==> src/rtl/uart_rx.sv <==
// uart_rx: 8N1 UART receiver; 2-flop synchroniser, oversampled by CLKS_PER_BIT clocks per bit.
// Latency: falling start edge to received strobe = 3 + (HALF+1) + 9*CLKS_PER_BIT clocks.
// Backpressure: none; a good byte strobes received for one cycle and is held on rx_byte.
// Ports:
//   clk        system clock, rising edge
//   rst        asynchronous active-high reset
//   rx         serial line, idle high, asynchronous to clk
//   received   one-cycle strobe, rx_byte holds a new good byte
//   rx_byte    last good byte, held until the next good byte
//   frame_err  one-cycle strobe, stop bit sampled low (no byte delivered)
module uart_rx #(
    parameter int CLK_HZ       = 12000000,
    parameter int BAUD         = 115200,
    parameter int CLKS_PER_BIT = CLK_HZ / BAUD
) (
    input  logic       clk,
    input  logic       rst,
    input  logic       rx,
    output logic       received,
    output logic [7:0] rx_byte,
    output logic       frame_err
);

    localparam int CW = (CLKS_PER_BIT > 1) ? $clog2(CLKS_PER_BIT) : 1;
    // Start bit is checked at its centre; from there each data/stop sample is one full bit later.
    localparam logic [CW-1:0] HALF = CW'(CLKS_PER_BIT / 2 - 1);
    localparam logic [CW-1:0] LAST = CW'(CLKS_PER_BIT - 1);

    typedef enum logic [2:0] {
        IDLE,
        START,
        DATA,
        STOP,
        BREAK
    } state_t;

    state_t        state;
    logic [CW-1:0] cnt;
    logic [2:0]    bitn;
    logic [7:0]    sh;
    logic          rx_meta;
    logic          rx_s;

    // Synchroniser resets to the idle-line level so reset never looks like a start edge.
    always_ff @(posedge clk or posedge rst) begin
        if (rst) begin
            rx_meta <= 1'b1;
            rx_s    <= 1'b1;
        end else begin
            rx_meta <= rx;
            rx_s    <= rx_meta;
        end
    end

    always_ff @(posedge clk or posedge rst) begin
        if (rst) begin
            state     <= IDLE;
            cnt       <= '0;
            bitn      <= '0;
            sh        <= '0;
            rx_byte   <= '0;
            received  <= 1'b0;
            frame_err <= 1'b0;
        end else begin
            received  <= 1'b0;
            frame_err <= 1'b0;
            case (state)
                IDLE: begin
                    if (!rx_s) begin
                        cnt   <= '0;
                        state <= START;
                    end
                end
                START: begin
                    if (cnt == HALF) begin
                        if (!rx_s) begin
                            cnt   <= '0;
                            bitn  <= '0;
                            state <= DATA;
                        end else begin
                            // Line went high again before mid start bit: a glitch, not a frame.
                            state <= IDLE;
                        end
                    end else begin
                        cnt <= cnt + 1'b1;
                    end
                end
                DATA: begin
                    if (cnt == LAST) begin
                        sh  <= {rx_s, sh[7:1]};
                        cnt <= '0;
                        if (bitn == 3'd7) begin
                            state <= STOP;
                        end else begin
                            bitn <= bitn + 1'b1;
                        end
                    end else begin
                        cnt <= cnt + 1'b1;
                    end
                end
                STOP: begin
                    if (cnt == LAST) begin
                        // Leaving at mid stop bit gives half a bit of slack for a back-to-back start.
                        cnt <= '0;
                        if (rx_s) begin
                            rx_byte  <= sh;
                            received <= 1'b1;
                            state    <= IDLE;
                        end else begin
                            frame_err <= 1'b1;
                            state     <= BREAK;
                        end
                    end else begin
                        cnt <= cnt + 1'b1;
                    end
                end
                BREAK: begin
                    // A held-low line must return high before a new start can be recognised.
                    if (rx_s) begin
                        state <= IDLE;
                    end
                end
                default: state <= IDLE;
            endcase
        end
    end

endmodule

==> config.mk <==
export PLATFORM = sky130hd
export DESIGN_NAME = uart_rx
export DESIGN_NICKNAME = d
export VERILOG_FILES = /design/src/rtl/uart_rx.sv
export SDC_FILE = /design/constraint.sdc
export NUM_CORES = 1
export LEC_CHECK = 0
export ABC_AREA = 1
export CORE_AREA = 2 2 60 62
export CTS_CLUSTER_DIAMETER = 200
export CTS_CLUSTER_SIZE = 8
export DETAILED_ROUTE_END_ITERATION = 12
export DIE_AREA = 0 0 62 64
export GPL_ROUTABILITY_DRIVEN = 0
export PLACE_DENSITY = 0.76
export SETUP_SLACK_MARGIN = 0.02
export SLEW_MARGIN = 20
export SYNTH_ARGS = -nofsm -noshare
export SYNTH_HDL_FRONTEND = slang
export SYNTH_SLANG_ARGS = --single-unit
==> constraint.sdc <==
create_clock -name clk -period 1.5 [get_ports clk]
set_input_delay 0.225 -clock clk [delete_from_list [all_inputs] [get_ports clk]]
set_output_delay 0.225 -clock clk [all_outputs]
set_load 0.01 [all_outputs]
# Word-level counts from Yosys, hierarchy flattened
# Cells that the tools add are included.
[op_classes] muxes=24 shift=0 reduce_logical=8 order_cmp=0 n_addsub=2 multipliers=0 bitwise_logic=0 div_mod_pow=0 eq_ne=15
[ops] op="3-bit 2-to-1 mux" n=11
[ops] op="7-bit 2-to-1 mux" n=3
[ops] op="7-bit one-hot mux with 3 select lines" n=1
[ops] op="2-bit inequality test, second input constant" n=8
[ops] op="3-bit one-hot mux with 5 select lines" n=1
[ops] op="7-bit by 1-bit adder with 7-bit output, second input constant" n=1
[ops] op="7-bit by 6-bit == test with 1-bit output, second input constant" n=1
[ops] op="7-bit == test, second input constant" n=1
[ops] op="3-bit by 2-bit == test with 1-bit output, second input constant" n=2
[ops] op="3-bit == test, second input constant" n=2
[ops] op="1-bit 2-to-1 mux" n=6
[ops] op="3-bit one-hot mux with 2 select lines" n=1
[ops] op="6-bit AND reduction" n=1
[ops] op="5-bit AND reduction" n=1
[ops] op="3-bit by 1-bit adder with 3-bit output, second input constant" n=1
[ops] op="3-bit by 1-bit == test with 1-bit output, second input constant" n=1
[ops] op="3-bit logical NOT" n=1
[ops] op="3-bit AND reduction" n=1
[ops] op="3-bit nonzero test" n=1
[ops] op="2-bit 2-to-1 mux" n=1
[ops] op="2-bit AND reduction" n=1
[ops] op="2-bit nonzero test" n=1
[ops] op="2-bit OR reduction" n=1
[totals] out_inout_bits=10 wordCells=58 input_bits=3 mem_bits_ro=0 n_memories=0 latch_bits=0 ramBits=0 reg_bits=33

# Logic depth before layout (Yosys ltp)
[logic_depth] ltp_word=4 depth_mapped=11 depth_no_buf=10

# Worst setup path after synthesis
# Ideal clock, no wire load.
[synth_path] kind="flip-flop to flip-flop" from="reg cnt[0]" to="reg cnt[5]" period_less_slack_ns=1.354 arrival_time_ns=1.292 path_stages_with_launch=12 setup_slack_ns=0.146 setup_ns=0.063 path_buffers=1 required_time_ns=1.437 path_cell_list="dfrtp_1 -> ha_1 -> nand2_1 -> inv_1 -> nand3_2 -> nand2_2 -> nand2_2 -> buf_6 -> nand3_1 -> nand2_1 -> nand2_1 -> inv_1"
[synth_via] elab_chain_len=3 word_cells_on_any_way=6
[synth_lines] item="start, declared" line="38" text="logic [CW-1:0] cnt;"
[synth_lines] item="start signal, assigned" line="85" text="cnt <= cnt + 1'b1;"
[synth_lines] item="start signal, assigned" line="98" text="cnt <= cnt + 1'b1;"
[synth_lines] item="start signal, assigned" line="114" text="cnt <= cnt + 1'b1;"
[synth_lines] item="7-bit by 1-bit adder with 7-bit output (tied with other cells)" line="85, 98, 114"
[synth_lines] item="7-bit 2-to-1 mux (on tied branches)" line="89, 102, 75"
[synth_lines] item="7-bit one-hot mux with 3 select lines (*)" line="67" text="case (state)"
# Every way passes the cells marked *; elsewhere a longest branch is shown, timed or not.
# A chain may end at the register's enable or synchronous reset.

# Final worst setup path
[layout_path] from="reg frame_err" to="out frame_err"
[layout_rtl] item="start, declared" line="21" text="output logic frame_err"
[layout_rtl] item="start signal, assigned" line="63" text="frame_err <= 1'b0;"
[layout_rtl] item="start signal, assigned" line="66" text="frame_err <= 1'b0;"
[layout_rtl] item="start signal, assigned" line="110" text="frame_err <= 1'b1;"
# No word-level cell between the ends.

==> flow_summary.json <==
{
  "antenna_found_initial": 0,
  "fin_worst_skew_ps": 5.47,
  "crit_family": "buffers and inverters",
  "total_power_mw": 1.62,
  "syn_nets": 211,
  "synth-seq-cells": 33,
  "synth_common_cells": "71 x nand2_1, 31 x dfrtp_1, 31 x inv_1",
  "ys.flop_type": "dfrtp_1",
  "pre_cts_slack_ps": 0.285,
  "worstPathRequired_ps": 1270,
  "drt_wl_total_um": 2960,
  "leakagePower_nw": 1.18,
  "powerDensity_mw_per_mm2": 815,
  "h-tree-depth": 2,
  "switchingPower_mw": 0.319,
  "finalCritPeriodShare": 0.941,
  "yosys_warnings": 0,
  "crit_chain": "clkdlybuf4s50_1",
  "grt-ovfl-total": 0,
  "yosysTopAreaCell": "dfrtp_1",
  "ys_seq_area_frac": 0.516,
  "ant_nets": 0,
  "drc": 0,
  "dieHeight_um": 64,
  "max_slew_margin": 0.825,
  "fin_ws_ps": 87.9,
  "synth_cell_types": 18,
  "first_iter_violations": 45,
  "maxCapViolations": 0,
  "synth_edf_count": 0,
  "cts.sinks": 33,
  "cts_tree": "built",
  "crit_path_start_kind": "flip-flop",
  "root_buffer": "clkbuf_4",
  "clkPwrFrac": 0.427,
  "vias": 1333,
  "core_area_mm2": 0.00328,
  "internal_power_mw": 1.30,
  "crit_path_max_incr_delay_ps": 520,
  "setup_viol": 0,
  "cts_buffer_depth": 2,
  "drv_slew": 0,
  "first_pass_iters": 4,
  "cts_buffers": 5,
  "start_util": 0.489,
  "fill_cells": 294,
  "final_nets": 238,
  "cp.arrival_ps": 1190,
  "grt_pass1_wl_um": 5110,
  "syn_area_mm2": 0.00161,
  "crit_slowest_cell": "clkdlybuf4s50_1",
  "postSynthCellCount": 205,
  "crit_type": "reg2out",
  "post_drt_wl_per_cell_um": 10.6,
  "antenna_cells": 0,
  "area_delta_synth_final_pct": 23.8,
  "die_x_um": 62,
  "timing.fmax_mhz": 708,
  "cp_max_fo": 1,
  "outcome": "finished clean",
  "path_buf_inv": 1,
  "viasPerCell": 4.78,
  "port_buffers": 12,
  "swShare": 0.197,
  "combPwrFrac": 0.020,
  "p_seq_frac": 0.552,
  "clk_pin_slew_worst_paths_ps": 100,
  "ios": 13,
  "syn_area_per_cell_um2": 7.84,
  "hold_violations": 0,
  "yosysTopAreaCellShare": 0.483,
  "drive_gt1_frac": 0.163,
  "async_flop_share": 1.00,
  "r2r_slack_ps": 100,
  "die-area_mm2": 0.00397,
  "synth_most_common_cell": "nand2_1",
  "first_global_vias": 1200,
  "rows": 21,
  "vdd_drop_max_uv": 646,
  "min_period_ps": 1410,
  "hp-class": "in2async",
  "worst_pin_slew_ps": 261,
  "ys_top_cells_by_area": "dfrtp_1 48%, nand2_1 17%, inv_1 7.2%",
  "cp-end-kind": "primary output",
  "insertion_delay_ps": 340,
  "dp_hpwl_um": 2140,
  "grt_usage": 0.175,
  "grt_start_max_net_pins": 22
}
-- final cells by class --
cell class | instances | area, um^2 | area share
Clock inverter | 1 | 30.0 | 0.0151
Timing Repair Buffer | 23 | 225 | 0.113
Tap cell | 46 | 57.6 | 0.0289
Sequential cell | 33 | 831 | 0.418
Clock buffer | 7 | 55.1 | 0.0277
Inverter | 35 | 134 | 0.0673
Multi-Input combinational cell | 134 | 657 | 0.330
-- path summary, 6_finish.rpt --
check	start	end	depth (start not counted)
worst max register to register	cnt[0]$_DFFE_PP0P_	state[1]$_DFFE_PP0P_	8
min in group clk	rx	rx_meta$_DFF_PP1_	1
worst min-delay path	rst	cnt[4]$_DFFE_PP0P_	3
worst min register to register	rx_meta$_DFF_PP1_	rx_s$_DFF_PP1_	0
worst max-delay path	frame_err$_DFF_PP0_	frame_err	1
max in group asynchronous	rst	rx_meta$_DFF_PP1_	3
-- per-layer routing --
metal,global-route usage,share of wire,up-vias,wire length (um)
li1,-,-,691,-
met1,0.243,0.48,609,1430
met2,0.250,0.45,25,1340
met3,0.0425,0.039,8,116
met4,0.0878,0.024,0,71
met5,0,0,-,0
-- state kept, by name (all words and copies together), names as in the netlist --
| register | flops |
|---|---|
| state | 3 |
| rx_meta | 1 |
| frame_err | 1 |
| received | 1 |
| bitn | 3 |
| rx_s | 1 |
| rx_byte | 8 |
| cnt | 7 |
| sh | 8 |
-- cells by family (layout without fill, tap and decap cells) --
logic type	count (synthesis)	count (layout)	share of synthesized area
AOI/OAI and AO/OA	30	30	0.0950
buffers and inverters	38	66	0.0989
and+or+nand+nor	101	101	0.267
adders and majority gates	3	3	0.0234
DFF	33	33	0.516
-- per-stage QoR --
stage | TNS, ps | instances | area [um^2] | util | hold slack, ps
floorplan | 0 | 205 | 1610 | - | 229
global placement | 0 | 269 | 1820 | 0.555 | 347
detailed placement | 0 | 269 | 1820 | 0.555 | 349
CTS | 0 | 277 | 1910 | 0.582 | 177
global route | -4.33 | 279 | 1990 | 0.606 | 209
finish | 0 | 279 | 1990 | 0.606 | 185
-- power by group through the flow --
stage	clock [mW]	sequential (mW)	combinational, mW
after global placement	0	0.913	0.0339
after global routing	0.758	0.897	0.0393
final	0.693	0.896	0.0331
after detailed placement	0	0.913	0.0344
after floorplan	0	0.913	0.0164
after CTS	0.720	0.896	0.0343
-- cells in the final DEF, fill, tap and decap left out, types with 2 or more instances in the layout --
cell type / synthesis / final
nand3_2: 3 / 2
clkdlybuf4s50_1: 0 / 3
dfrtp_2: 0 / 2
inv_1: 31 / 30
nor2_1: 10 / 10
nand2_1: 71 / 68
a21oi_1: 4 / 4
clkbuf_4: 0 / 5
nand3_1: 9 / 9
o21ai_0: 23 / 22
nand2_4: 0 / 3
nand2_2: 3 / 3
nand4_1: 4 / 4
ha_1: 3 / 2
dfstp_2: 2 / 2
buf_4: 0 / 10
dlymetal6s2s_1: 0 / 8
dfrtp_1: 31 / 29
inv_2: 4 / 4
o21ai_1: 2 / 3
-- timing repair --
item	4_1_cts	5_1_grt
endpoints found under the setup margin	2	34
pin swaps	0	2
hold buffers	0	0
resized for setup	2	22
buffers inserted	0	2
No activity file was read; power rests on OpenSTA's default activity.
==> RTL change: new RTL, same flow settings <==
Make the reset (`rst`) synchronous in 2 clocked blocks. Comments in the files are not updated.
--- a/src/rtl/uart_rx.sv
+++ b/src/rtl/uart_rx.sv
@@ -42,7 +42,7 @@
     logic          rx_s;
 
     // Synchroniser resets to the idle-line level so reset never looks like a start edge.
-    always_ff @(posedge clk or posedge rst) begin
+    always_ff @(posedge clk) begin
         if (rst) begin
             rx_meta <= 1'b1;
             rx_s    <= 1'b1;
@@ -52,7 +52,7 @@
         end
     end
 
-    always_ff @(posedge clk or posedge rst) begin
+    always_ff @(posedge clk) begin
         if (rst) begin
             state     <= IDLE;
             cnt       <= '0;
Behaviour: no difference found for any inputs over 10 cycles, from zero or initial values and one cycle with rst high; that may be too few to reach the edited logic, so the function may still have changed.
==> RTL change against the unedited design <==
  * Sequential cell count did not move
  * Worst setup slack got worse by 0.019 ns
  * Design area rose by 3.1%
  * Wire length rose by 21%
  * Highest routed layer unchanged
  * Synthesized area rose by 2.0%
  * Synthesized cell count rose by 15%
  * Clock skew rose by 0.0090 ns
Power is not compared: it rests on default switching activity, and its combinational part moved more than twofold at a synthesized area within 25%.
==> RTL change: results (changes against the unedited design) <==
GRT
  • Largest net degree at the start of global routing: 20 (was 22)
  • Vias in the first global route: 1399 (was 1200)
  • Tot GR Track Use: 20.26% (was 17.48%)
  • First-pass GRT wire length: 5989 um (was 5112 um)
  • Antenna violations before repair: 0 (unchanged)

Worst setup path
  • Worst endpoint data arrival time: 1.21 ns (was 1.19 ns)
  • Crit path to: received (was frame_err)
  • Crit path from: received (was frame_err)
  • Delay-heaviest family, CP: buffers and inverters (unchanged)
  • Flop-to-flop setup slack: 0.07 ns (was 0.10 ns)
  • Critical-path maximum fanout: 1 (unchanged)
  • Reg2reg path depth: 8 (unchanged)
  • Worst path slowest cell: clkdlybuf4s50_1 (unchanged)
  • RR Endpoint: rx_byte[7] (was state[1])
  • Worst reg2reg path startpoint: cnt[1] (was cnt[0])
  • Slowest stage delay, CP: approximately 0.53 ns

Finish
  • # fillers: 306 (was 294)
  • Final nets: 268 (was 238)
  • Largest regs: rx_byte x8, sh x8, cnt x7 (unchanged)
  • Share of cells above drive strength 1: 20.91% (was 16.31%)
  • Antenna diode count: 0 (unchanged)

Power
  • Leakage: about 1.1 nW
  • Clock power share: between 20 and 25%
  • Sequential share of power: between 30% and 40%
  • Switch Pwr: 1.122 mW
  • Peak VDD IR: 0.6794 mV

Clocking
  • Post-CTS setup buffers: 0 (unchanged)
  • CTS clk-pin slew, worst paths: 0.10 ns (about the same)
  • CTS max path bufs: 2 (unchanged)
  • Root Driver: clkbuf_4 (unchanged)
  • Clock Latency Late Sink: about 0.35 ns
  • Post-cts sizing count: 3 (was 2)
  • Num CTS Buffers: 5 (unchanged)
  • H-tree Lvls: 2 (unchanged)

Placed design
  • PortBufs: 12 (unchanged)
  • Placed cell area: 1864 um2 (was 1824 um2)
  • Dpl cells: 298 (was 269)
  • Post-DP HPWL: 2443 um (was 2141 um)

Route
  • Drt first-iter violations: 51 (was 45)
  • Via count: 1540 (was 1333)
  • DR WL/cell: 11.55 um (was 10.60 um)
  • Vias per std cell: 4.984 (was 4.778)
  • Drt first pass iters: 4 (unchanged)

Hold path
  • Hold WC Path Type: reg2reg (was in2async)
  • Worst Hold End: rx_s
  • Hold Startpoint: rx_meta
  • Hold Path Depth: 1

Synthesis
  • Ys Warns: 0 (unchanged)
  • Syn Nets: 241 (was 211)
  • Seq/Total Area, Yosys: 40.31% (was 51.56%)
  • Distinct cells, synth: 29 (was 18)
  • Synth top cells by count: nand2_1 (57), nor2_1 (41), dfxtp_1 (33), inv_1 (24), nand3_1 (15) (was nand2_1 (71), dfrtp_1 (31), inv_1 (31), o21ai_0 (23), nor2_1 (10))
  • Largest cells by area after synthesis: dfxtp_1 (40%), nand2_1 (13%), nor2_1 (9.4%) (was dfrtp_1 (48%), nand2_1 (17%), inv_1 (7.2%))
  • Yosys top cell area share: 40.31% (was 48.29%)
  • Synth Instances: 235 (was 205)
  • FFs w/ async S/R, synth: 0% (was 100.0%)

Status
  • Status: complete, no violations (unchanged)

Timing
  • Final Skew: 0.01444 ns (was 0.005471 ns)
  • Max_slew headroom: 82.45% (was 82.52%)
## RTL change: changes by cell type after synthesis, moves of 6 or more
cell | before | now
nor2_1 | 10 | 41
dfxtp_1 | 0 | 33
o21ai_0 | 23 | 12
nand2_1 | 71 | 57
a21oi_1 | 4 | 14
inv_1 | 31 | 24
dfrtp_1 | 31 | 0
nand3_1 | 9 | 15
## RTL change: through the flow
stage               hold WS, ns  power [mW]  setup WS (ns)
finish                   0.4204       2.837        0.06910
CTS                      0.4232       2.766        0.01096
floorplan                0.3288       1.816        0.08338
global placement         0.3907       2.039        0.06312
global route             0.4355       3.053       -0.03026
detailed placement       0.3972       2.049       -0.01103
## RTL change: cell type report
cell class | count | area, um2 | share of cell area, %
clock buffer | 5 | 37.54 | 1.829
clock inverter | 3 | 46.29 | 2.256
inverter | 30 | 112.6 | 5.488
multi-input combinational | 169 | 899.6 | 43.84
sequential | 33 | 666.9 | 32.50
tap | 46 | 57.56 | 2.805
timing repair buffer | 23 | 231.5 | 11.28
## RTL change: logic make-up after synthesis
kind of cell | after synthesis | share of synthesized area, %
and+or+nand+nor | 133 | 38.02
buffers and inverters | 35 | 9.313
adders and majority gates | 3 | 2.290
AOI/OAI and AO/OA | 31 | 10.08
DFF | 33 | 40.31
## RTL change: worst reg2reg max path, stage by stage, from the launching register on
cell and delay, ns:
dfxtp_2 0.37, ha_4 0.15, nand2_4 0.05, inv_2 0.07, nand3_4 0.11, nor2_4 0.22
nand4_2 0.16, nor2_1 0.14, nor2_1 0.06
## RTL change: per-layer routing
layer | vias to the layer above | share of wire [%] | GRT usage (%)
li1 | 801 | - | -
met2 | 45 | 47 | 30.99
met5 | - | 0 | 0
met1 | 687 | 45 | 25.50
met3 | 7 | 5.0 | 5.668
met4 | 0 | 2.2 | 9.840
